[src/rtl/gray_codec.sv]
// gray_codec: registered binary<->Gray converter with a per-word direction
// select, valid/ready handshakes on both sides and a 2-entry output buffer.
// Optional macro GRAY_STEP_CHECK_EN adds the step_err output, which flags
// mode-1 (Gray) input words that do not differ from the previous mode-1
// word in exactly one bit.
//
// Handshake: a word moves across an interface on a rising clk edge where
// that interface's valid and ready are both high. Valid never depends on
// ready in the same cycle, and an offered output word holds steady until
// it is taken.
module gray_codec #(
  parameter int WIDTH = 4
) (
  input  logic             clk,
  input  logic             rst_n,
  input  logic             in_valid,
  output logic             in_ready,
  input  logic [WIDTH-1:0] in_data,
  input  logic             in_mode,
  output logic             out_valid,
  input  logic             out_ready,
  output logic [WIDTH-1:0] out_data,
  output logic             out_mode
`ifdef GRAY_STEP_CHECK_EN
  ,
  output logic             step_err
`endif
);

  // Buffer layout: the head slot feeds out_* directly, and the tail slot
  // is used only when two words are held. Because the head is a dedicated
  // register, out_data and out_mode keep their last value when the buffer
  // drains.
  logic [WIDTH-1:0] r_head_data;
  logic             r_head_mode;
  logic [WIDTH-1:0] r_tail_data;
  logic             r_tail_mode;
  logic [1:0]       r_count;
  logic             r_in_ready;

  logic             w_push;
  logic             w_pop;
  logic [1:0]       w_count_nxt;
  logic [WIDTH-1:0] w_conv;

  function automatic logic [WIDTH-1:0] bin_to_gray(input logic [WIDTH-1:0] b);
    logic [WIDTH-1:0] g;
    g[WIDTH-1] = b[WIDTH-1];
    for (int i = WIDTH - 2; i >= 0; i--) begin
      g[i] = b[i+1] ^ b[i];
    end
    return g;
  endfunction

  // Each output bit is the XOR of all Gray bits from the MSB down to it.
  function automatic logic [WIDTH-1:0] gray_to_bin(input logic [WIDTH-1:0] g);
    logic [WIDTH-1:0] b;
    b[WIDTH-1] = g[WIDTH-1];
    for (int i = WIDTH - 2; i >= 0; i--) begin
      b[i] = b[i+1] ^ g[i];
    end
    return b;
  endfunction

  assign w_push    = in_valid & r_in_ready;
  assign w_pop     = (r_count != 2'd0) & out_ready;
  assign in_ready  = r_in_ready;
  assign out_valid = (r_count != 2'd0);
  assign out_data  = r_head_data;
  assign out_mode  = r_head_mode;

  // Convert the incoming word in the direction it carries.
  always_comb begin
    w_conv = in_mode ? gray_to_bin(in_data) : bin_to_gray(in_data);
  end

  // Next occupancy. A push into a full buffer cannot happen because
  // in_ready is low whenever the count is 2.
  always_comb begin
    w_count_nxt = r_count;
    case ({w_push, w_pop})
      2'b10:   w_count_nxt = r_count + 2'd1;
      2'b01:   w_count_nxt = r_count - 2'd1;
      default: w_count_nxt = r_count;
    endcase
  end

  // Occupancy and the registered in_ready. in_ready is derived from the
  // next count, so a pop from full raises it in the following cycle.
  always_ff @(posedge clk or negedge rst_n) begin
    if (!rst_n) begin
      r_count    <= 2'd0;
      r_in_ready <= 1'b1;
    end else begin
      r_count    <= w_count_nxt;
      r_in_ready <= (w_count_nxt != 2'd2);
    end
  end

  // Buffer slots. With one word held, a simultaneous push and pop writes
  // the new word straight into the head. A pop from two words moves the
  // tail into the head.
  always_ff @(posedge clk or negedge rst_n) begin
    if (!rst_n) begin
      r_head_data <= '0;
      r_head_mode <= 1'b0;
      r_tail_data <= '0;
      r_tail_mode <= 1'b0;
    end else begin
      if (w_push && ((r_count == 2'd0) || (r_count == 2'd1 && w_pop))) begin
        r_head_data <= w_conv;
        r_head_mode <= in_mode;
      end else if (w_pop && r_count == 2'd2) begin
        r_head_data <= r_tail_data;
        r_head_mode <= r_tail_mode;
      end
      if (w_push && r_count == 2'd1 && !w_pop) begin
        r_tail_data <= w_conv;
        r_tail_mode <= in_mode;
      end
    end
  end

`ifdef GRAY_STEP_CHECK_EN
  logic [WIDTH-1:0] r_prev;
  logic             r_have_prev;
  logic             r_step_err;
  logic [WIDTH-1:0] w_diff;
  logic             w_one_bit;

  // The words differ in exactly one bit when their XOR is a non-zero
  // power of two. Identical words give zero and so count as an error.
  assign w_diff    = in_data ^ r_prev;
  assign w_one_bit = (w_diff != '0) && ((w_diff & (w_diff - 1'b1)) == '0);
  assign step_err  = r_step_err;

  // Track the last accepted Gray word and pulse step_err for one cycle
  // on a bad step. Mode-0 words leave this state alone.
  always_ff @(posedge clk or negedge rst_n) begin
    if (!rst_n) begin
      r_prev      <= '0;
      r_have_prev <= 1'b0;
      r_step_err  <= 1'b0;
    end else begin
      r_step_err <= 1'b0;
      if (w_push && in_mode) begin
        r_prev      <= in_data;
        r_have_prev <= 1'b1;
        r_step_err  <= r_have_prev && !w_one_bit;
      end
    end
  end
`endif

endmodule

[config.mk]
export PLATFORM = sky130hd
export DESIGN_NAME = gray_codec
export DESIGN_NICKNAME = d
export VERILOG_FILES = /design/src/rtl/gray_codec.sv
export SDC_FILE = /design/constraint.sdc
export NUM_CORES = 1
export LEC_CHECK = 0
export ABC_AREA = 1
export CAP_MARGIN = 20
export CORE_MARGIN = 3
export CORE_UTILIZATION = 43
export DETAILED_ROUTE_END_ITERATION = 10
export PLACE_DENSITY_LB_ADDON = 0.08
export SYNTH_ARGS = -nofsm -noshare
export SYNTH_HDL_FRONTEND = slang
export SYNTH_SLANG_ARGS = --single-unit
[constraint.sdc]
create_clock -name clk -period 1.2 [get_ports clk]
set_input_delay 0.24 -clock clk [delete_from_list [all_inputs] [get_ports clk]]
set_output_delay 0.24 -clock clk [all_outputs]
set_load 0.02 [all_outputs]
# == Yosys cells after proc, flatten, opt, wreduce, memory -nomap -nowiden ==
# Cells that the tools add are included.
# word_totals
regBits,13
in_bits,9
wordCells,36
# classes
addsub,2
eq_ne,5
muxes,6
bitwise_logic,7
n_reduce_logical,10
# ops
op,n
4-bit two-way mux,2
1-bit logical AND,5
1-bit bitwise XOR,5
2-bit by 1-bit equality test with 1-bit output (second input constant),2
2-bit equality test (second input constant),2
2-bit one-hot mux with 2 select lines,1
2-bit nonzero test,2
2-bit by 1-bit adder with 2-bit output (second input constant),1
1-bit bitwise AND,2
2-bit zero test,1
1-bit two-way mux,2
2-bit two-way mux,1
2-bit != test (second input constant),1
2-bit by 1-bit subtractor with 2-bit output (second input constant),1
1-bit zero test,1
1-bit logical OR,1

# == Logic depth before layout (Yosys ltp) ==
# depth
depth_word,6
depth_mapped,11
ltp_nobuf,11

# == Worst setup path before layout ==
# OpenSTA, ideal clock, no wires.
# synth_timing
path_kind,register to register
start,register r_count[0]
end,register r_tail_data[1]
t_arrival_ns,1.172
path_slack_ns,-0.104
path_stages_with_launch,11
path_cell_list,dfrtp_1 -> inv_1 -> ha_1 -> inv_2 -> nand2_1 -> nand2_1 -> inv_2 -> nand2_4 -> clkinv_2 -> nor2_1 -> a31oi_1
# synth_via
elab_chain_len,4
# synth_rtl
element,line,text
"start, declared",38,logic [1:0] r_count;
"start signal, assigned",95,r_count <= w_count_nxt;
2-bit nonzero test,--,
net out_valid,20,"output logic out_valid,"
1-bit bitwise AND,66,assign w_pop = (r_count != 2'd0) & out_ready;
1-bit zero test,117,if (w_push && r_count == 2'd1 && !w_pop) begin
1-bit logical AND,117,
"end signal, assigned",118,r_tail_data <= w_conv;
"end, declared",36,logic [WIDTH-1:0] r_tail_data;
# The timed path passes the listed nets, and every way through them passes these cells.
# A chain may end at the register's enable or synchronous reset.

# == Final worst setup path ==
# layout_timing
start,register r_count[1]
end,register r_tail_data[2]
# layout_via
elab_chain_len,4
# layout_rtl
element,line
2-bit nonzero test,66
1-bit bitwise AND,66
1-bit zero test,117
1-bit logical AND *,117
# Mark *: on every way between the ends. The rest lies on a longest branch, timed or not.

==> flow_metrics.py <==
metrics = {
    "run_status": {
        "status": "finished with violations",
        "failed_checks": "setup timing",
    },
    "critical_path": {
        "crit-reg2reg-launch": "r_count[1]$_DFF_PN0_",
        "cp_data_required_time_ns": 1.39,
        "cp_max_fo": 6,
        "worst_reg2reg_setup_slack_ns": -0.17,
        "worst_r2r_path_depth": 11,
        "worst_r2r_endpoint": "r_tail_data[2]$_DFFE_PN0P_",
        "timing.critical_path.from": "r_count[1]$_DFF_PN0_",
        "crit_path_start_kind": "flip-flop",
        "worst_ep_arrival_time_ns": 1.56,
        "crit_path_end_kind": "flip-flop",
        "crit_type": "reg -> reg",
    },
    "clocking": {
        "cts_root_buffer": "sky130_fd_sc_hd__clkbuf_4",
        "clk_path_buf_depth": 2,
        "htree_levels": 1,
        "clk_pin_slew_ns": 0.09,
        "cts_hold_buffers": 0,
        "cts_buffers": 3,
        "cts_tree": "built",
        "clk-insertion-delay-late_ns": 0.27,
        "clock_sinks": 13,
    },
    "die": {
        "design.die.area_mm2": 0.00219,
        "fp-row-count": 14,
        "count_of_pins_on_the_block_boundary": 16,
        "die-width_um": 46.8,
        "floorplan.die.height_um": 46.8,
        "floorplan.initialDensity": 0.465,
        "core_area_mm2": 0.00154,
    },
    "yosys": {
        "synthesis.instances": 93,
        "synth.largest_area_cell": "sky130_fd_sc_hd__dfrtp_1",
        "netlist-cell-type-count": 19,
        "synth.area.top_cells": "sky130_fd_sc_hd__dfrtp_1 (42%), sky130_fd_sc_hd__nand2_1 (16%), sky130_fd_sc_hd__nand3_1 (9.1%)",
        "synthesis_warning_total": 0,
        "syn-cell-area_um2": 717,
        "synth_sequential_area_ratio": 0.455,
        "synthesized_netlist_net_count": 105,
        "synth_top_cell_area_share": 0.419,
        "ys_ff_latch": 13,
        "syn_area_per_cell_um2": 7.71,
    },
    "placement": {
        "port_bufs": 15,
        "dpl.cell_count": 134,
        "detailed_place_hpwl_mm": 1.29,
        "gpl.final_weighted_congestion": 0.724,
    },
    "global_route": {
        "grt_first_pass_wirelength_mm": 2.89,
        "antenna_found_initial": 0,
        "grt_util_all_layers": 0.185,
        "largest_net_degree_at_the_start_of_global_routing": 14,
        "first_global_vias": 661,
        "grt_overflow": 0,
    },
    "cells_and_area": {
        "ff_latch_area_um2": 327,
        "layout_commonest_cell": "sky130_fd_sc_hd__nand2_1",
        "final_cell_mix": "sky130_fd_sc_hd__nand2_1 (20), sky130_fd_sc_hd__dfrtp_1 (12), sky130_fd_sc_hd__buf_4 (12)",
        "antenna_cells": 0,
        "n_fill_cell": 128,
        "areaGrowthSynthToFinish_pct": 59.3,
        "fin_nets": 140,
        "multiInputGateArea_um2": 457,
        "count_of_placed_standard_cells_in_the_final_layout_fillers_left_out": 143,
        "final_util": 0.741,
        "post_route_cells_drive_above_1_share": 0.465,
    },
    "timing": {
        "final_hold_vio_count": 0,
        "finalCriticalPeriod_ns": 1.37,
        "final-setup-viol-count": 14,
        "final.setup_skew_ns": 0.00878,
        "slew_violations": 0,
        "unrepaired_setup_endpoints_after_global_routing": "true",
        "post-route-worst-setup-slack_ns": -0.167,
        "layout_worst_path_cycle_share": 1.14,
        "f_max_mhz": 731,
        "tightest_slew_ns": 0.228,
        "max_transition_margin": 0.846,
    },
    "pwr": {
        "p_clk_frac": 0.098,
        "design_power_total_mw": 2.76,
        "switching_power_mw": 1.22,
        "p_comb_frac": 0.614,
        "vdd.ir_drop.worst_v": 0.00128,
        "sequential_fraction_of_design_power": 0.288,
        "cellPowerDensity_mw_per_mm2": 2420,
        "sw_frac_of_total": 0.440,
        "power.internal_mw": 1.55,
        "leakage_nw": 0.583,
    },
    "drt": {
        "route.antenna.remaining_nets": 0,
        "routedWlPerCell_um": 12.9,
        "dr.first_iter.drc_count": 9,
        "routed-via-count": 700,
        "vias_per_cell": 4.90,
        "first_pass_iters": 4,
        "routed_wirelength_mm": 1.85,
        "drc": 0,
    },
    "min_path": {
        "worstHoldPathType": "in -> async",
    },
    "flow_run": {
        "maxCapViolCount": 0,
    },
}
-- critical path, stage by stage (launching register included) --
cell and delay (ns):
sky130_fd_sc_hd__dfrtp_1 0.40, sky130_fd_sc_hd__inv_2 0.09, sky130_fd_sc_hd__ha_4 0.15, sky130_fd_sc_hd__inv_4 0.03
sky130_fd_sc_hd__buf_6 0.11, sky130_fd_sc_hd__nand2_4 0.05, sky130_fd_sc_hd__nand2_4 0.07, sky130_fd_sc_hd__inv_4 0.08
sky130_fd_sc_hd__nand2_8 0.07, sky130_fd_sc_hd__clkinv_4 0.07, sky130_fd_sc_hd__nor2_2 0.03, sky130_fd_sc_hd__a31oi_1 0.13
-- through the flow --
step	hold slack (ns)	setup TNS (ns)	cell area (um^2)	worst slack, ns
2_1_floorplan	-0.0556	-0.162	758	-0.0433
5_1_grt	0.274	-2.94	1140	-0.265
3_3_place_gp	0.468	-3.04	1000	-0.289
4_1_cts	0.268	-1.57	1080	-0.156
6_report	0.257	-1.53	1140	-0.167
3_5_place_dp	0.474	-3.18	1000	-0.286
-- kinds of logic (layout without fill, tap and decap cells) --
kind of cell / count (synthesis) / after routing / share of synthesized area
and+or+nand+nor: 50 / 51 / 0.311
buffers and inverters: 17 / 50 / 0.0907
DFF: 13 / 13 / 0.456
AOI/OAI and AO/OA: 9 / 9 / 0.0785
adders and majority gates: 3 / 3 / 0.0524
xor gates and xnor gates: 1 / 1 / 0.0122
-- timing repair --
action / in CTS / in global routing
setup buffers: 3 / 1
pin swaps: 6 / 5
gates resized for setup: 28 / 26
endpoints found under the setup margin: 20 / 20
gates cloned: 1 / 0
-- power by group through the flow --
stage | combinational, mW | clock (mW) | sequential [mW]
detailed placement | 1.37 | 0 | 0.782
global route | 1.89 | 0.299 | 0.826
finish | 1.70 | 0.272 | 0.795
CTS | 1.52 | 0.273 | 0.775
floorplan | 0.733 | 0 | 0.878
global placement | 1.35 | 0 | 0.774
-- worst max-delay path by stage --
stage                                 endpoint  cells after the start  slack [ns]
floorplan           r_tail_data[1]$_DFFE_PN0P_                     10       -0.04
global placement          r_count[0]$_DFF_PN0_                      7       -0.29
detailed placement  r_tail_data[0]$_DFFE_PN0P_                      8       -0.29
CTS                 r_tail_data[1]$_DFFE_PN0P_                     11       -0.16
global route        r_tail_data[1]$_DFFE_PN0P_                     11       -0.27
finish              r_tail_data[2]$_DFFE_PN0P_                     11       -0.17
-- per-layer routing --
layer	routed length [um]	up-vias	track usage	part of all wire
met3	76	2	0.0460	0.041
met2	960	14	0.290	0.52
li1	-	363	-	-
met4	13	0	0.0497	0.0070
met5	0	-	0	0
met1	798	321	0.254	0.43
-- cell type report --
| type | instances | share of cell area |
|---|---|---|
| multi-input combinational | 64 | 0.400 |
| sequential | 13 | 0.286 |
| timing repair buffer | 29 | 0.205 |
| inverter | 17 | 0.0690 |
| clock buffer | 4 | 0.0230 |
| tap | 16 | 0.0175 |
-- flip-flops by register name, summed over array words and instances (netlist names) --
register / count
out_mode: 1
r_count: 2
r_tail_mode: 1
r_tail_data: 4
out_data: 4
in_ready: 1
-- Yosys cell counts (all sizes together) --
master / instances
nand2: 33
inv: 15
nand3: 14
dfrtp: 12
ha: 3
nor2: 3
o21ai: 3
a31oi: 2
clkinv: 2
o211ai: 2
a21oi: 1
dfstp: 1
o221ai: 1
xor2: 1
No activity file was read; power rests on OpenSTA's default activity.
